**config.mk**
```make
export PLATFORM = sky130hd
export DESIGN_NAME = mod_reduce
export DESIGN_NICKNAME = d
export VERILOG_FILES = /design/src/rtl/mod_reduce.sv
export SDC_FILE = /design/constraint.sdc
export NUM_CORES = 1
export LEC_CHECK = 0
export BUFFER_PORTS_ARGS = -buffer_cell sky130_fd_sc_hd__buf_2
export CORE_UTILIZATION = 40
export DETAILED_ROUTE_END_ITERATION = 10
export GPL_ROUTABILITY_DRIVEN = 1
export GPL_TIMING_DRIVEN = 0
export PLACE_DENSITY_LB_ADDON = 0.1
export SLEW_MARGIN = 20
export SYNTH_ARGS = -nofsm -noshare
export SYNTH_HDL_FRONTEND = slang
export SYNTH_SLANG_ARGS = --single-unit
```
**constraint.sdc**
```tcl
create_clock -name sys_clk -period 4.44 [get_ports sys_clk]
set_clock_uncertainty 0.2 [all_clocks]
set_input_delay 0.444 -clock sys_clk [delete_from_list [all_inputs] [get_ports sys_clk]]
set_output_delay 0.444 -clock sys_clk [all_outputs]
set_load 0.1 [all_outputs]
```
**src/rtl/mod_reduce.sv**
```systemverilog
// Restoring shift-subtract reducer: r = x mod q (or 2x mod q), one dividend bit per clock.
// Optional doubling is built only when MOD_REDUCE_DBL_EN is defined.
module mod_reduce #(
    parameter int BITWIDTH = 32
) (
    input  logic                  sys_clk,
    input  logic                  sys_rst,
    input  logic                  in_valid,
    output logic                  in_ready,
    input  logic [2*BITWIDTH-1:0] x,
    input  logic [BITWIDTH-1:0]   q,
    input  logic                  dbl,
    output logic                  out_valid,
    input  logic                  out_ready,
    output logic [BITWIDTH-1:0]   r,
    output logic                  err
);

    localparam int DW = 2 * BITWIDTH;
`ifdef MOD_REDUCE_DBL_EN
    localparam int NMAX = DW + 1;
`else
    localparam int NMAX = DW;
`endif
    localparam int CW = $clog2(NMAX + 1);

    typedef enum logic [1:0] {IDLE, RUN, DONE} state_t;

    state_t              state_reg, state_next;
    logic [DW-1:0]       d_reg, d_next;
    logic [BITWIDTH-1:0] q_reg, q_next;
    logic                qz_reg, qz_next;
    logic [BITWIDTH:0]   rem_reg, rem_next;
    logic [CW-1:0]       cnt_reg, cnt_next;
    logic [BITWIDTH-1:0] r_reg, r_next;
    logic                err_reg, err_next;

    logic [BITWIDTH:0]   t;
    logic [BITWIDTH:0]   t_sub;
    logic [BITWIDTH:0]   rem_step;
    logic [CW-1:0]       n_load;
    logic                unused_rem_msb;

    // Doubling appends a zero LSB, so both builds shift the same register
    // MSB first; only the bit count differs.
`ifdef MOD_REDUCE_DBL_EN
    assign n_load = dbl ? CW'(DW + 1) : CW'(DW);
`else
    logic unused_dbl;
    assign unused_dbl = dbl;
    assign n_load     = CW'(DW);
`endif

    assign in_ready       = (state_reg == IDLE) && !sys_rst;
    assign out_valid      = (state_reg == DONE);
    assign r              = r_reg;
    assign err            = err_reg;
    assign unused_rem_msb = rem_reg[BITWIDTH];

    assign t        = {rem_reg[BITWIDTH-1:0], d_reg[DW-1]};
    assign t_sub    = t - {1'b0, q_reg};
    assign rem_step = (t >= {1'b0, q_reg}) ? t_sub : t;

    always_comb begin
        state_next = state_reg;
        d_next     = d_reg;
        q_next     = q_reg;
        qz_next    = qz_reg;
        rem_next   = rem_reg;
        cnt_next   = cnt_reg;
        r_next     = r_reg;
        err_next   = err_reg;
        case (state_reg)
            IDLE: begin
                if (in_valid && in_ready) begin
                    d_next     = x;
                    q_next     = q;
                    qz_next    = (q == '0);
                    rem_next   = '0;
                    // A zero modulus takes one RUN cycle so the error result
                    // appears one edge after accept.
                    cnt_next   = (q == '0) ? CW'(1) : n_load;
                    state_next = RUN;
                end
            end
            RUN: begin
                rem_next = rem_step;
                d_next   = {d_reg[DW-2:0], 1'b0};
                cnt_next = cnt_reg - CW'(1);
                if (cnt_reg == CW'(1)) begin
                    r_next     = qz_reg ? '0 : rem_step[BITWIDTH-1:0];
                    err_next   = qz_reg;
                    state_next = DONE;
                end
            end
            DONE: begin
                if (out_ready) begin
                    state_next = IDLE;
                end
            end
            default: state_next = IDLE;
        endcase
    end

    always_ff @(posedge sys_clk) begin
        if (sys_rst) begin
            state_reg <= IDLE;
            d_reg     <= '0;
            q_reg     <= '0;
            qz_reg    <= 1'b0;
            rem_reg   <= '0;
            cnt_reg   <= '0;
            r_reg     <= '0;
            err_reg   <= 1'b0;
        end else begin
            state_reg <= state_next;
            d_reg     <= d_next;
            q_reg     <= q_next;
            qz_reg    <= qz_next;
            rem_reg   <= rem_next;
            cnt_reg   <= cnt_next;
            r_reg     <= r_next;
            err_reg   <= err_next;
        end
    end

endmodule
```
==> impl_results.md, run 1 <==
* DP Area at 9340 µm²
* Max-cap violations at 0
* CORE AREA at slightly above 20000 µm²
* I/O Buffers at between 100 and 150
* Hold Fails Final Rpt at 0
* Top Family by Delay on Critical Path: compound AO/OA/AOI/OAI gates
* Clock root buffer: clkbuf_16
* Post-DP HPWL at approximately 18 mm
* Synth top area cells: dfxtp_1 (41%), nand2_1 (8.3%), a21oi_1 (7.0%), a22oi_1 (6.4%), ha_1 (5.1%)
* R2R cell count at 11
* Synth warn at 0
* Die width at around 150 µm
* Fin area at about 10000 µm²
* Die ar. at 21400 µm²
* Worst R2R Setup Slack at roughly 1.3 ns
* Share of cells above drive strength 1 at between 10% and 20%
* Starting density of the core at 41.1%
* Worst-Margin Slew at ~0.87 ns
* Synth area leader: dfxtp_1
* DRT iter0 DRCs at approximately 380
* Mapped Area at ~8300 µm²
* Psw at 2.93 mW
* Crit Path Max Fanout at 10
* Largest net degree at the start of global routing at 19
* Drt pass-1 iters at 4
* Post_cts resized at 0
* Wire per inst at 16.1 µm
* Slowest Stage Delay on Critical Path at approximately 0.37 ns
* Final setup TNS at 0 ns
* Kind of critical path: register to register
* Worst slack at placement at about 1.3 ns
* Final ANT Viol Nets at 0
* Reg2reg start: q_reg[8]
* Syn Inst Count at slightly above 1000
* Skew-Pair Late Insertion Delay at between 0.4 and 0.5 ns
* Via density at around 5.3
* Share of the synthesized area in the top cell type at just over 40%
* Critical Path Sink: r[14]
* # IOs at 136
* First-pass GRT wire length at around 38 mm
* CTS tree: done
* Total number of vias at between 7000 and 8000
* Setup ws final at between 1 and 1.5 ns
* Syn avg cell area at between 8 and 9 µm²
* Gate power share at between 50% and 60%
* Seq/Total Area, Yosys at about two fifths
* CP Depth at 11
* Min Tclk post-route at approximately 3.1 ns
* CTS buffer count at 17
* Vias in the first global route at about 7500
* Final setup fails at 0
* # hold bufs at CTS at 0
* Antenna violations before repair at 3
* Clock buffer depth at 2
* Die Span Y at 146 µm
* FF+latch count, synth at 171
* Yosys cell types at 57
* Switching fraction of total power at between 40% and 50%
* Crit-path cells: inv_1 -> ha_1 -> a21oi_1 -> nor3_1 -> a211oi_1 -> o211ai_2 -> a31oi_4 -> buf_4 -> nor2_1 -> a21oi_1 -> o21ai_1
* DR DRC count at 0
* Status: completed
* P&R area growth vs syn at 19.1%
* Clock Sink Count at approximately 170
* Layout fillers at about 2100
* Asr flop ratio synth at 0%
* GRT Util Overall at 22.5%
* Slew Limit Headroom at approximately two fifths
* # rows at 52
* Arrival time worst endpoint at approximately 3.2 ns
* Crit end category: register
* CP most frequent cell: a21oi_1
* Worst vdd rail ir drop at 0.340 mV
* Fmax at approximately 0.32 GHz
* CP Buf/Inv Count at 2
* GRT overflow at 0
* GP Congestion at between 0.8 and 0.9
* Max reg flops at 64
* Unrepaired setup endpoints after global routing: no
* Worst setup path startpoint: q_reg[8]
* Post-CTS setup buffers at 0
* Multi-input gate area at ~4500 µm²
* Net count, final at around 1300
* Register clock-pin slew on the reported worst setup and hold paths at around 0.070 ns
* Worst Path Required at 4.56 ns
* Number of synthesized flops with an enable pin at 0
* Top FF cell, synth: dfxtp_1
* WL final at 23.6 mm
* Clock power share at 21.9%
* Reg area at 3420 µm²
* R2r endpoint: r[14]
* Power density cells at around 670 nW/µm²
* Seq pwr share at between 20% and 30%
* HP Class: input pin to register
* Startpoint types: register
* Internal at 3.73 mW
* Slowest CP cell: ha_1
* Final Max Slew Viols at 0
* Crit share post-route at 70.4%
* Leak at around 4.0 nW
* Htree depth at 4
* Syn Nets at 1168
==> cell usage in the layout, fill, tap and decap left out, types with 4 or more instances in the layout <==
cell	Yosys	final
nor2_1	43	43
o21ai_1	61	61
a22o_1	4	4
and3_1	5	5
a211oi_1	5	5
a22oi_1	71	71
a21o_1	7	7
clkbuf_16	0	17
and2_1	7	7
nand2b_1	7	7
a21oi_1	116	116
clkbuf_1	52	53
o31a_1	4	4
nor2b_1	6	6
nand2_1	184	184
nand4_1	12	12
buf_2	5	139
xor2_1	4	4
o21bai_1	6	6
o21ai_0	26	26
inv_1	47	47
nand3_1	6	6
a31oi_1	6	6
xnor2_1	24	24
inv_6	0	5
nor4_1	12	12
mux2i_1	14	14
ha_1	34	34
dfxtp_1	171	171
nor3_1	11	11
o31ai_1	32	32
o211ai_1	6	6
buf_1	5	5
==> synth_stat cells (all sizes together) (7+ instances only) <==
library cell and count:
o21ai 88, and2 8, nand2b 7, o211ai 8, nor3 11, a21o 7
o31ai 32, buf 13, nand4 12, nand2 184, xnor2 24, a31oi 7
a21oi 116, a22oi 71, mux2i 14, dfxtp 171, ha 34, nor4 12
clkbuf 54, nor2 43, inv 47
==> cells by family after synthesis <==
group                      after synthesis  synth area share, %
AOI/OAI and AO/OA                      367                 27.6
xor gates and xnor gates                28                 2.94
adders and majority gates               35                 5.34
buffers and inverters                  114                 5.42
DFF                                    171                 41.1
muxes                                   16                 1.95
and+or+nand+nor                        301                 15.7
==> power groups by stage <==
stage,Combinational (mW),Sequential (mW),Clock [mW]
2_1_floorplan,2.49,1.86,0
3_3_place_gp,3.38,1.83,0
3_5_place_dp,3.38,1.83,0
4_1_cts,3.40,1.80,1.49
5_1_grt,3.75,1.82,1.56
6_report,3.40,1.80,1.46
==> per-layer routing <==
| layer | track usage [%] | vias to the layer above | wire length [µm] |
|---|---|---|---|
| li1 | - | 3991 | - |
| met1 | 27.5 | 3572 | 10600 |
| met2 | 38.1 | 153 | 11200 |
| met3 | 6.13 | 32 | 1290 |
| met4 | 6.98 | 2 | 475 |
| met5 | 0 | - | 13 |
==> worst reg2reg max path: stages, from the launching register on <==
cell,delay (ns)
dfxtp_1,0.31
inv_1,0.05
ha_1,0.37
a21oi_1,0.34
nor3_1,0.11
a211oi_1,0.34
o211ai_2,0.22
a31oi_4,0.35
buf_4,0.27
nor2_1,0.07
a21oi_1,0.27
o21ai_1,0.11
==> through the flow <==
step	util, %	cells	hold WS [ns]	power [mW]
2_1_floorplan	-	1032	0.236	4.35
3_3_place_gp	46.0	1436	0.235	5.22
3_5_place_dp	46.0	1436	0.240	5.21
4_1_cts	48.9	1468	0.0137	6.69
5_1_grt	48.9	1469	0.0124	7.13
6_report	48.9	1470	0.0176	6.66
==> final cells by class <==
type                            count  area share [%]
Multi-Input combinational cell    747            44.9
Sequential cell                   171            34.5
Timing Repair Buffer              134            6.76
Clock buffer                       18            4.32
Tap cell                          270            3.40
Buffer                             67            2.77
Inverter                           47            1.78
Clock inverter                     14            1.49
Antenna cell                        2          0.0504
==> worst min-delay path by stage <==
stage / cells after the start / end / from
floorplan: 2 / d_reg[10] / d_reg[10]
CTS: 3 / q_reg[1] / q[1]
detailed placement: 2 / r[24] / r[24]
finish: 3 / q_reg[16] / q[16]
global route: 3 / q_reg[9] / q[9]
global placement: 2 / r[17] / r[17]
(Power assumes the default switching activity.)
==> run 2: changes to the inputs <==
Clock period 4.44 ns to 2.85 ns, I/O delays scaled along.
==> run 2 against run 1 <==
Against the previous run:
- the run now ends with setup timing left
- clock power is 66% higher
- setup slack worse by 1.4 ns
- sequential cell count stayed put
- critical endpoint is now r[22]
- critical path depth is 1 higher
==> impl_results.md, run 2 (synthesis gave the netlist of run 1 again) <==
* Clock buffer depth at 2 (unchanged)
* Skew-Pair Late Insertion Delay at 0.44 ns (about the same)
* Setup ws final at -0.100 ns (was 1.32 ns)
* Most frequent cells in the layout: nand2_1 (181), dfxtp_1 (163), buf_2 (135), a21oi_1 (98), dlygate4sd3_1 (98) (was nand2_1 (184), dfxtp_1 (171), buf_2 (139), a21oi_1 (116), a22oi_1 (71))
* CTS buffer count at 17 (unchanged)
* Via density at 5.31 (was 5.27)
* Clock Sink Count at 171 (unchanged)
* Worst Path Required at 2.98 ns (was 4.56 ns)
* # rows at 52 (unchanged)
* Status: finished with violations (was completed)
* First-pass GRT wire length at 40.6 mm (was 38.2 mm)
* Crit share post-route at 104% (was 70.4%)
* # IOs at 136 (unchanged)
* Worst R2R Setup Slack at -0.10 ns (was 1.32 ns)
* Worst hold slack at 0.191 ns (was 0.0176 ns)
* DRT iter0 DRCs at 405 (was 381)
* Final ANT Viol Nets at 0 (unchanged)
* Clock root buffer: clkbuf_16 (unchanged)
* Unrepaired setup endpoints after global routing: yes (was no)
* CORE AREA at 20300 µm² (unchanged)
* Share of cells above drive strength 1 at 23.0% (was 15.2%)
* Antenna diodes at 0 (was 2)
* Crit Path Max Fanout at 3 (was 10)
* Power density cells at 1100 nW/µm² (was 671 nW/µm²)
* Min Tclk post-route at 2.95 ns (was 3.12 ns)
* WL final at 25.8 mm (was 23.6 mm)
* Startpoint types: register (unchanged)
* Leak at 4.56 nW (was 3.98 nW)
* GRT Util Overall at 23.9% (was 22.5%)
* Final setup fails at 10 (was 0)
* GP Congestion at 0.887 (was 0.880)
* Post-DP HPWL at 18.0 mm (about the same)
* Most common cell after layout, fill and taps aside: nand2_1 (unchanged)
* HP Class: input pin to register (unchanged)
* Max reg flops at 64 (unchanged)
* Wire per inst at 16.3 µm (was 16.1 µm)
* Die Span Y at 146 µm (unchanged)
* Kind of critical path: register to register (unchanged)
* P&R area growth vs syn at 41.5% (was 19.1%)
* Crit end category: register (unchanged)
* Total power at 12.9 mW (was 6.66 mW)
* I/O Buffers at 134 (unchanged)
* Max-cap violations at 0 (unchanged)
* Slew Limit Headroom at 50.2% (was 41.6%)
* CTS tree: done (unchanged)
* Final Max Slew Viols at 0 (unchanged)
* Net count, final at 1436 (was 1321)
* DR DRC count at 0 (unchanged)
* Drt pass-1 iters at 5 (was 4)
* Worst-Margin Slew at 0.748 ns (was 0.869 ns)
* Die width at 146 µm (unchanged)
* Worst vdd rail ir drop at 0.663 mV (was 0.340 mV)
* Largest net degree at the start of global routing at 19 (unchanged)
* Starting density of the core at 41.1% (unchanged)
* Vias in the first global route at 7983 (was 7510)
* Total number of vias at 8407 (was 7750)
* Violated checks: setup timing
* Fmax at 0.339 GHz (was 0.320 GHz)
* Arrival time worst endpoint at 3.08 ns (was 3.24 ns)
* Antenna violations before repair at 0 (was 3)
* Hold Fails Final Rpt at 0 (unchanged)
* Htree depth at 4 (unchanged)
* Register clock-pin slew on the reported worst setup and hold paths at 0.07 ns (about the same)
* Final setup TNS at -0.618 ns (was 0 ns)
* Core Util, Final at 58.1% (was 48.9%)
* Die ar. at 21400 µm² (unchanged)
* GRT overflow at 0 (unchanged)
[run 2: cell types whose count changed in the layout (fill, tap and decap cells not counted), sizes merged]
cell         delta
buf            +24
dlygate4sd3    +98
clkbuf          -7
diode           -2
bufinv          +1
clkinvlp        -1
[run 2: per-stage QoR]
stage / area, µm² / instances / setup slack (ns)
final: 11800 / 1583 / -0.100
after global placement: 9360 / 1436 / -0.353
after CTS: 11300 / 1572 / -0.107
after floorplan: 8350 / 1032 / 0.132
after detailed placement: 9360 / 1436 / -0.315
after global routing: 11800 / 1583 / -0.179
[run 2: worst paths after layout]
path / start / end / depth (start not counted)
hold / removal: sys_rst / q_reg[0] / 5
setup / recovery: d_reg[63] / r[22] / 12
hold reg to reg: r[17] / r[17] / 2
setup reg to reg: d_reg[63] / r[22] / 12
[run 2: layer usage]
layer  GRT usage, %  vias to the layer above  share of wire [%]
met1           29.5                     3927                 44
li1               -                     4231                  -
met2           41.9                      203                 49
met5              0                        -                  0
met3           4.06                       46                4.1
met4           8.39                        0                2.5
[run 2: layout make-up]
class	count	area, µm²
plain buffers	59	282
clock buffers	18	439
clock inverters	14	175
fillers	1854	8510
inverters	47	176
multi-input cells	747	5070
flip-flops and latches	171	3440
well taps	270	338
repair buffers	257	1870
[run 2: power by group]
group / switching [mW] / internal [mW] / leakage (nW) / total (mW)
combinational: 4.16 / 3.50 / 2.87 / 7.66
sequential: 0.217 / 2.64 / 1.40 / 2.85
clock: 1.14 / 1.28 / 0.298 / 2.42
[run 2: worst max-delay path, cell delays in order, from the launching register on]
cell	delay (ns)
dfxtp_2	0.33
inv_2	0.07
ha_4	0.13
inv_2	0.03
fa_2	0.36
a21o_4	0.24
a221oi_4	0.33
o31a_1	0.24
o211ai_1	0.18
o21ai_1	0.16
xnor2_1	0.08
mux2_4	0.30
a22o_1	0.20
[run 2: what timing repair did]
item / CTS / global route
hold endpoints to repair: 98 / 0
cloned: 1 / 0
hold buffers: 98 / 0
setup endpoints to repair: 64 / 65
buffers inserted: 12 / 12
gates resized for setup: 56 / 98
pin swaps: 24 / 41
